==> src/rtl/fifo_rd_stream_if.sv <==
// fifo_rd_stream_if: FIFO read port plus the downstream valid/ready stream.
// The master modport is the reader's view; slave is the FIFO/sink side.
interface fifo_rd_stream_if #(
    parameter int DATA_WIDTH = 8
);
    logic                  fifo_empty;
    logic [DATA_WIDTH-1:0] fifo_data;
    logic                  fifo_r_en;
    logic                  m_valid;
    logic                  m_ready;
    logic [DATA_WIDTH-1:0] m_data;
    modport master (
        input  fifo_empty, fifo_data, m_ready,
        output fifo_r_en, m_valid, m_data
    );
    modport slave (
        output fifo_empty, fifo_data, m_ready,
        input  fifo_r_en, m_valid, m_data
    );
endinterface

==> src/rtl/fifo_rd_stream.sv <==
// fifo_rd_stream: rclk-domain FIFO reader feeding a 2-entry elastic buffer and a valid/ready stream.
// Defining RD_STREAM_STATS_EN adds saturating xfer_cnt/stall_cnt outputs.
module fifo_rd_stream #(
    parameter int DATA_WIDTH = 8,
    parameter int CNT_WIDTH  = 16
) (
    input logic              rclk,
    input logic              rrst_n,
    fifo_rd_stream_if.master bus
`ifdef RD_STREAM_STATS_EN
    ,
    output logic [CNT_WIDTH-1:0] xfer_cnt,
    output logic [CNT_WIDTH-1:0] stall_cnt
`endif
);
    logic [DATA_WIDTH-1:0] mem_q [2];
    logic                  head_q, head_d, tail_q, tail_d, pend_q, pend_d, pop;
    logic [1:0]            occ_q, occ_d;
    logic [2:0]            lvl;
    // lvl is the buffer fill after this edge if no new read is issued; read only while room remains
    always_comb begin
        pop    = (occ_q != 2'd0) && bus.m_ready;
        lvl    = {1'b0, occ_q} + {2'b0, pend_q} - {2'b0, pop};
        pend_d = rrst_n && !bus.fifo_empty && (lvl <= 3'd1);
        head_d = head_q ^ pop;
        tail_d = tail_q ^ pend_q;
        occ_d  = occ_q + {1'b0, pend_q} - {1'b0, pop};
    end
    assign bus.fifo_r_en = pend_d;
    assign bus.m_valid   = occ_q != 2'd0;
    assign bus.m_data    = mem_q[head_q];
    always_ff @(posedge rclk or negedge rrst_n) begin
        if (!rrst_n) begin
            mem_q  <= '{default: '0};
            head_q <= 1'b0;
            tail_q <= 1'b0;
            pend_q <= 1'b0;
            occ_q  <= 2'd0;
        end else begin
            if (pend_q) mem_q[tail_q] <= bus.fifo_data;
            head_q <= head_d;
            tail_q <= tail_d;
            pend_q <= pend_d;
            occ_q  <= occ_d;
        end
    end
`ifdef RD_STREAM_STATS_EN
    logic [CNT_WIDTH-1:0] xfer_q, stall_q;
    always_ff @(posedge rclk or negedge rrst_n) begin
        if (!rrst_n) begin
            xfer_q  <= '0;
            stall_q <= '0;
        end else begin
            if (pop && !(&xfer_q)) xfer_q <= xfer_q + CNT_WIDTH'(1);
            if (bus.m_valid && !bus.m_ready && !(&stall_q)) stall_q <= stall_q + CNT_WIDTH'(1);
        end
    end
    assign xfer_cnt  = xfer_q;
    assign stall_cnt = stall_q;
`else
    if (CNT_WIDTH < 1) begin : g_cnt_width_check
        $error("CNT_WIDTH must be at least 1");
    end
`endif
endmodule

==> src/flat_wrapper.sv <==
// flat-port wrapper written by rule: the top's interface ports become plain ports
module fifo_rd_stream_flat 
#(
    parameter int DATA_WIDTH = 8,
    parameter int CNT_WIDTH  = 16
)
  (rclk, rrst_n, bus_fifo_empty, bus_fifo_data, bus_m_ready, bus_fifo_r_en, bus_m_valid, bus_m_data);
  fifo_rd_stream_if #(.DATA_WIDTH(DATA_WIDTH)) bus_i ();
  input logic rclk;
  input logic rrst_n;
  input wire logic [$bits(bus_i.fifo_empty)-1:0] bus_fifo_empty;
  input wire logic [$bits(bus_i.fifo_data)-1:0] bus_fifo_data;
  input wire logic [$bits(bus_i.m_ready)-1:0] bus_m_ready;
  output wire logic [$bits(bus_i.fifo_r_en)-1:0] bus_fifo_r_en;
  output wire logic [$bits(bus_i.m_valid)-1:0] bus_m_valid;
  output wire logic [$bits(bus_i.m_data)-1:0] bus_m_data;
  assign bus_i.fifo_empty = bus_fifo_empty;
  assign bus_i.fifo_data = bus_fifo_data;
  assign bus_i.m_ready = bus_m_ready;
  assign bus_fifo_r_en = bus_i.fifo_r_en;
  assign bus_m_valid = bus_i.m_valid;
  assign bus_m_data = bus_i.m_data;
  fifo_rd_stream #(.DATA_WIDTH(DATA_WIDTH), .CNT_WIDTH(CNT_WIDTH)) u_core (.rclk(rclk), .rrst_n(rrst_n), .bus(bus_i));
endmodule
==> config.mk <==
export PLATFORM = sky130hd
export DESIGN_NAME = fifo_rd_stream_flat
export DESIGN_NICKNAME = d
export VERILOG_FILES = /design/src/rtl/fifo_rd_stream_if.sv /design/src/rtl/fifo_rd_stream.sv /design/src/flat_wrapper.sv
export SDC_FILE = /design/constraint.sdc
export NUM_CORES = 1
export LEC_CHECK = 0
export BUFFER_PORTS_ARGS = -buffer_cell sky130_fd_sc_hd__buf_2
export CORE_MARGIN = 4
export CORE_UTILIZATION = 30
export CTS_CLUSTER_SIZE = 12
export DETAILED_ROUTE_END_ITERATION = 12
export GPL_TIMING_DRIVEN = 1
export SLEW_MARGIN = 20
export SYNTH_ARGS = -nofsm -noshare
export SYNTH_HDL_FRONTEND = slang
export SYNTH_SLANG_ARGS = --single-unit
==> constraint.sdc <==
create_clock -name rclk -period 2.05 [get_ports rclk]
set_input_delay 0.41 -clock rclk [delete_from_list [all_inputs] [get_ports rclk]]
set_output_delay 0.41 -clock rclk [all_outputs]
set_load 0.05 [all_outputs]
Word-level counts from Yosys, hierarchy flattened
Cells that the tools add are included.
{"block": "totals", "wordCells": 30, "out_inout_bits": 10, "input_bits": 12, "register_bits": 21}
{"block": "classes", "add_sub_neg": 4, "n_mux": 6, "reduce_logical": 6, "magnitude_cmp": 4, "bitwise_logic": 4}
{"op": "2-to-1 mux 8 bit", "count": 4}
{"op": "bitwise mux 16 bit", "count": 1}
{"op": "demux 8 bit (select 1 bit)", "count": 1}
{"op": "greater-or-equal comparator 2 bit (second input constant)", "count": 2}
{"op": "logical AND 1 bit", "count": 4}
{"op": "inverter 1 -> 2 bit", "count": 2}
{"op": "adder 2 x 1 -> 3 bit", "count": 1}
{"op": "less-or-equal comparator 3 x 1 -> 1 bit (second input constant)", "count": 1}
{"op": "subtractor 3 x 1 -> 3 bit", "count": 1}
{"op": "adder 2 x 1 -> 2 bit", "count": 1}
{"op": "less-than comparator 2 x 1 -> 1 bit (second input constant)", "count": 1}
{"op": "nonzero test 2 bit", "count": 1}
{"op": "subtractor 2 x 1 -> 2 bit", "count": 1}
{"op": "XOR 1 bit", "count": 2}
{"op": "logical NOT 1 bit", "count": 1}

Depth between registers and ports, before layout
{"block": "depth", "depth_word": 6, "mapped_depth": 7, "ltp_nobuf": 7}

Worst setup path before layout
OpenSTA, ideal clock, no wires.
{"block": "synth_timing", "path_kind": "reg2out", "start": "register u_core.occ_q[1]", "end": "output port bus_fifo_r_en", "stages_incl_launch_ff": 8, "n_path_buf": 0, "setup_slack_ps": -909, "t_arrival_ps": 2549, "required_time_ps": 1640, "cell_sequence": "dfrtp_1 o21a_2 ha_1 inv_1 ha_1 fa_1 xnor2_1 nor4b_2"}
{"block": "synth_between", "elab_chain_len": 5, "word_cells_on_any_way": 6, "cone_classes": "add/sub: 2; order compare: 1; reduce/logical: 3"}
{"element": "start, declared", "line_no": "fifo_rd_stream.sv:18", "text": "logic [1:0] occ_q, occ_d;"}
{"element": "start signal, assigned", "line_no": "fifo_rd_stream.sv:38", "text": "occ_q <= 2'd0;"}
{"element": "start signal, assigned", "line_no": "fifo_rd_stream.sv:44", "text": "occ_q <= occ_d;"}
{"element": "parallel branches: the longest is 2 deep, another holds adder 2 x 1 -> 3 bit"}
{"element": "subtractor 3 x 1 -> 3 bit (*)", "line_no": "fifo_rd_stream.sv:23", "text": "lvl = {1'b0, occ_q} + {2'b0, pend_q} - {2'b0, pop};"}
{"element": "less-or-equal comparator 3 x 1 -> 1 bit (*)", "line_no": "fifo_rd_stream.sv:24", "text": "pend_d = rrst_n && !bus.fifo_empty && (lvl <= 3'd1);"}
{"element": "logical AND 1 bit (*)", "line_no": "fifo_rd_stream.sv:24"}
{"element": "end, declared", "line_no": "flat_wrapper.sv:14", "text": "output wire logic [$bits(bus_i.fifo_r_en)-1:0] bus_fifo_r_en;"}
Mark *: on every way between the ends.

Worst setup path in the final report
{"block": "layout_timing", "start": "register u_core.occ_q[1]", "end": "output port bus_fifo_r_en"}
{"block": "layout_between", "elab_chain_len": 5, "word_cells_on_any_way": 6, "cone_classes": "add/sub: 2; order compare: 1; reduce/logical: 3"}
{"element": "parallel branches: the longest is 2 deep, another holds adder 2 x 1 -> 3 bit"}
{"element": "subtractor 3 x 1 -> 3 bit (*)", "line_no": "fifo_rd_stream.sv:23"}
{"element": "via u_core.lvl[1]", "line_no": "fifo_rd_stream.sv:19", "text": "logic [2:0] lvl;"}
{"element": "less-or-equal comparator 3 x 1 -> 1 bit (*)", "line_no": "fifo_rd_stream.sv:24"}
{"element": "logical AND 1 bit (*)", "line_no": "fifo_rd_stream.sv:24"}
Mark *: on every way through the listed nets, which the timed path passes.

==> results list <==
- Horiz. Die Dim: 67.23 microns
- IO Count: 22
* Number of inserted filler cells in the final layout: 351
- Root Buffer: sky130_fd_sc_hd__clkbuf_4
* Worst-path clk slew: 0.12 ns
* Average size of a mapped cell: 16.44 sq um
- The slowest stage of the critical path belongs to the cell sky130_fd_sc_hd__fa_2.
- Multi-input logic area: 514.2 sq um
- The detailed router placed 567 vias in this run.
- Clock skew on the completed layout was measured at 0.005673 ns.
* Global routing usage summed across all routing layers: 9.352%
- The synthesized design contains 0 enable-type register cells.
* Synth Cell Area: 1052 sq um
* Critical-path cell list: o21a_2 > ha_4 > inv_2 > ha_4 > fa_2 > nor4b_4 > buf_6
* Failing checks: negative setup slack
- Net count after synthesis: 81
- In the synthesized netlist the dominant register cell turns out to be sky130_fd_sc_hd__dfrtp_1.
- Fraction of the cycle the final worst path needs: 134.6%
- Summed over all layers, the global routing overflow is 0.
- Most frequent cell on the critical path: sky130_fd_sc_hd__ha_4
- The synthesized design spends more area on one cell type than any other, namely sky130_fd_sc_hd__dfrtp_1.
- WL met2: 896 microns
* RSZ-0062 raised after global routing: yes
* Net count of the finished layout: 109
* Cell with the most instances after synthesis: sky130_fd_sc_hd__mux2_4
- Setup slack of the most critical reg-to-reg path: 0.11 ns
- The hold violation count in the final report is 0.
- TritonCTS built the clock tree.
- The routed design could run at a clock period as short as 2.760 ns.
- The first global-routing pass estimated 2967 microns of wire.
- Cell Rows: 21
* Fmax: 362.4 MHz
- Total die area: 4519 sq um
* Final Util: 38.58%
- Antenna diode count: 0
- Clk_lat worst skew: 0.31 ns
* Status: finished with violations
- Max-Cap Viols: 0
- In this run the number of H-tree levels came out at 1.
- Entering global routing, the biggest net connects 22 pins.
- The worst pin sits at a relative slew slack of 61.85%.
* Count of TritonRoute iterations in the first routing pass: 2
- Arrival time of data at the critical path endpoint: 2.35 ns
* Routed wire length: 1835 microns
- The post-route netlist has 67.03% of its cells at a drive strength greater than 1.
* Area of the core: 3363 sq um
* Clock buffer count from CTS: 3
- Initial DRC count: 8
- Last weighted congestion value of the routability-driven placer: 0.7599
* Detailed-route wire length per cell: 13.39 microns
* Number of endpoints failing setup at the final stage: 1
- The worst setup path is launched from a register.
- The number of pins with negative max-slew slack in the final report came to 0.
- Sorting the synthesized cells by how often they occur yields sky130_fd_sc_hd__mux2_4 (24), sky130_fd_sc_hd__dfrtp_1 (21), sky130_fd_sc_hd__inv_1 (6), sky130_fd_sc_hd__ha_1 (4), sky130_fd_sc_hd__buf_4 (2).
* Longest individual stage delay on the worst path: 0.45 ns
* Synthesized flop and latch total: 21
* TritonCTS Sinks: 21
- From bottom edge to top edge, the die measures 67.23 microns.
- Fraction of registers with async set/reset: 100.0%
- DR top layer: met4
* Number of input and output port buffers inserted: 21
- Clk buf depth: 2
- The number of different library cells used by synthesis comes to 12.
- Signed area change from the synthesized netlist to the final layout: 23.31%
* Final worst slack: -0.7096 ns
* Class of the tightest hold or removal check: in2async
- In this run the worst path has a maximum fanout of 2.
* Worst Setup End Kind: output pin
- Combined flip-flop and latch cell area: 526.8 sq um
* Post-synth top area share: 49.94%
- Once the floorplan was initialized, standard cells occupied 31.29% of the core.
- Post-detailed-placement half-perimeter wirelength: 1347 microns
* M1 wire length: 791 microns
* Number of synthesis warnings: 0
- Via density per instance: 4.139
- Summing the sequential cell areas from Yosys gives 49.94% of the chip area.
- Post-route DRC: 0
- Via count of the first global-routing pass: 614
- Post-route antenna net violation count: 0
* Critical Path RT: 1.64 ns
- Gate count after technology mapping: 64
* Number of hold-repair buffers added at the cts stage: 0
- Metal3 WL: 120 microns
* Antenna violations before repair: 0
- Actual transition at the worst max-transition pin: 0.5723 ns
- In the post-synthesis netlist, the biggest area contributors are sky130_fd_sc_hd__dfrtp_1 (50%), sky130_fd_sc_hd__mux2_4 (34%), sky130_fd_sc_hd__ha_1 (4.8%).
- The worst setup path is of the reg2out kind.
## flip-flops by register name (all words and copies together), names as in the netlist
register       count
u_core.tail_q      1
u_core.head_q      1
u_core.pend_q      1
u_core.occ_q       2
u_core.mem_q      16
## layer usage
metal	up-vias	global-route usage (%)
li1	270	-
met2	14	14.85
met1	279	11.00
met4	0	3.797
met5	-	0
met3	4	4.160
## layout make-up
type | instances | share of cell area, %
clock buffers | 3 | 1.736
multi-input cells | 34 | 39.63
well taps | 46 | 4.436
clock inverters | 1 | 0.3857
flip-flops and latches | 21 | 40.60
repair buffers | 26 | 11.48
inverters | 6 | 1.736
## layout by cell type, fill, tap and decap left out, types with 2 or more instances in the layout
| cell type | netlist | final |
|---|---|---|
| sky130_fd_sc_hd__ha_4 | 0 | 2 |
| sky130_fd_sc_hd__buf_2 | 0 | 20 |
| sky130_fd_sc_hd__inv_1 | 6 | 5 |
| sky130_fd_sc_hd__buf_4 | 2 | 5 |
| sky130_fd_sc_hd__dfrtp_1 | 21 | 20 |
| sky130_fd_sc_hd__mux2_4 | 24 | 24 |
| sky130_fd_sc_hd__clkbuf_4 | 0 | 3 |
| sky130_fd_sc_hd__ha_1 | 4 | 2 |
## final timing paths
path / from / endpoint / depth (start not counted)
max: u_core.occ_q[1] / bus_fifo_r_en / 7
min reg2reg: u_core.mem_q[10] / u_core.mem_q[10] / 1
max reg2reg: u_core.occ_q[1] / u_core.pend_q / 6
min: rrst_n / u_core.mem_q[1] / 2
min in group rclk: bus_fifo_empty / u_core.pend_q / 2
max in group asynchronous: rrst_n / u_core.head_q / 2
## cell families after synthesis
group,count (synthesis),synth area share (%)
adders and majority gates,5,6.659
AOI/OAI and AO/OA,1,0.8325
muxes,24,34.25
and+or+nand+nor,2,2.021
xor gates and xnor gates,2,1.665
buffers and inverters,9,4.637
DFF,21,49.94
## critical path, delay by kind of cell (launching register included)
kind	cells	cell delay, ns
adders and majority gates	3	0.85
DFF	1	0.40
buffers and inverters	2	0.23
and+or+nand+nor	1	0.31
AOI/OAI and AO/OA	1	0.24
## through the flow
| step | worst slack, ns | setup TNS, ns | cell area (sq um) | instances | hold slack (ns) |
|---|---|---|---|---|---|
| 2_1_floorplan | -0.5892 | -0.9603 | 1086 | 64 | 0.1144 |
| 3_3_place_gp | -0.4946 | -0.4946 | 1260 | 133 | 0.4452 |
| 3_5_place_dp | -0.5456 | -0.5456 | 1260 | 133 | 0.4402 |
| 4_1_cts | -0.7455 | -0.7455 | 1296 | 137 | 0.09250 |
| 5_1_grt | -0.8107 | -0.8107 | 1297 | 137 | 0.08100 |
| 6_report | -0.7096 | -0.7096 | 1297 | 137 | 0.07724 |
## timing repair
item                                    CTS  global route
setup buffers                             0             0
gates resized for setup                   3             1
endpoints found under the setup margin    1             9
pin swaps                                 1             1
gates cloned                              0             0
Power is left out: the tool's default activity adds up to more than one toggle a clock period on the data nets, which glitch-free logic cannot reach.
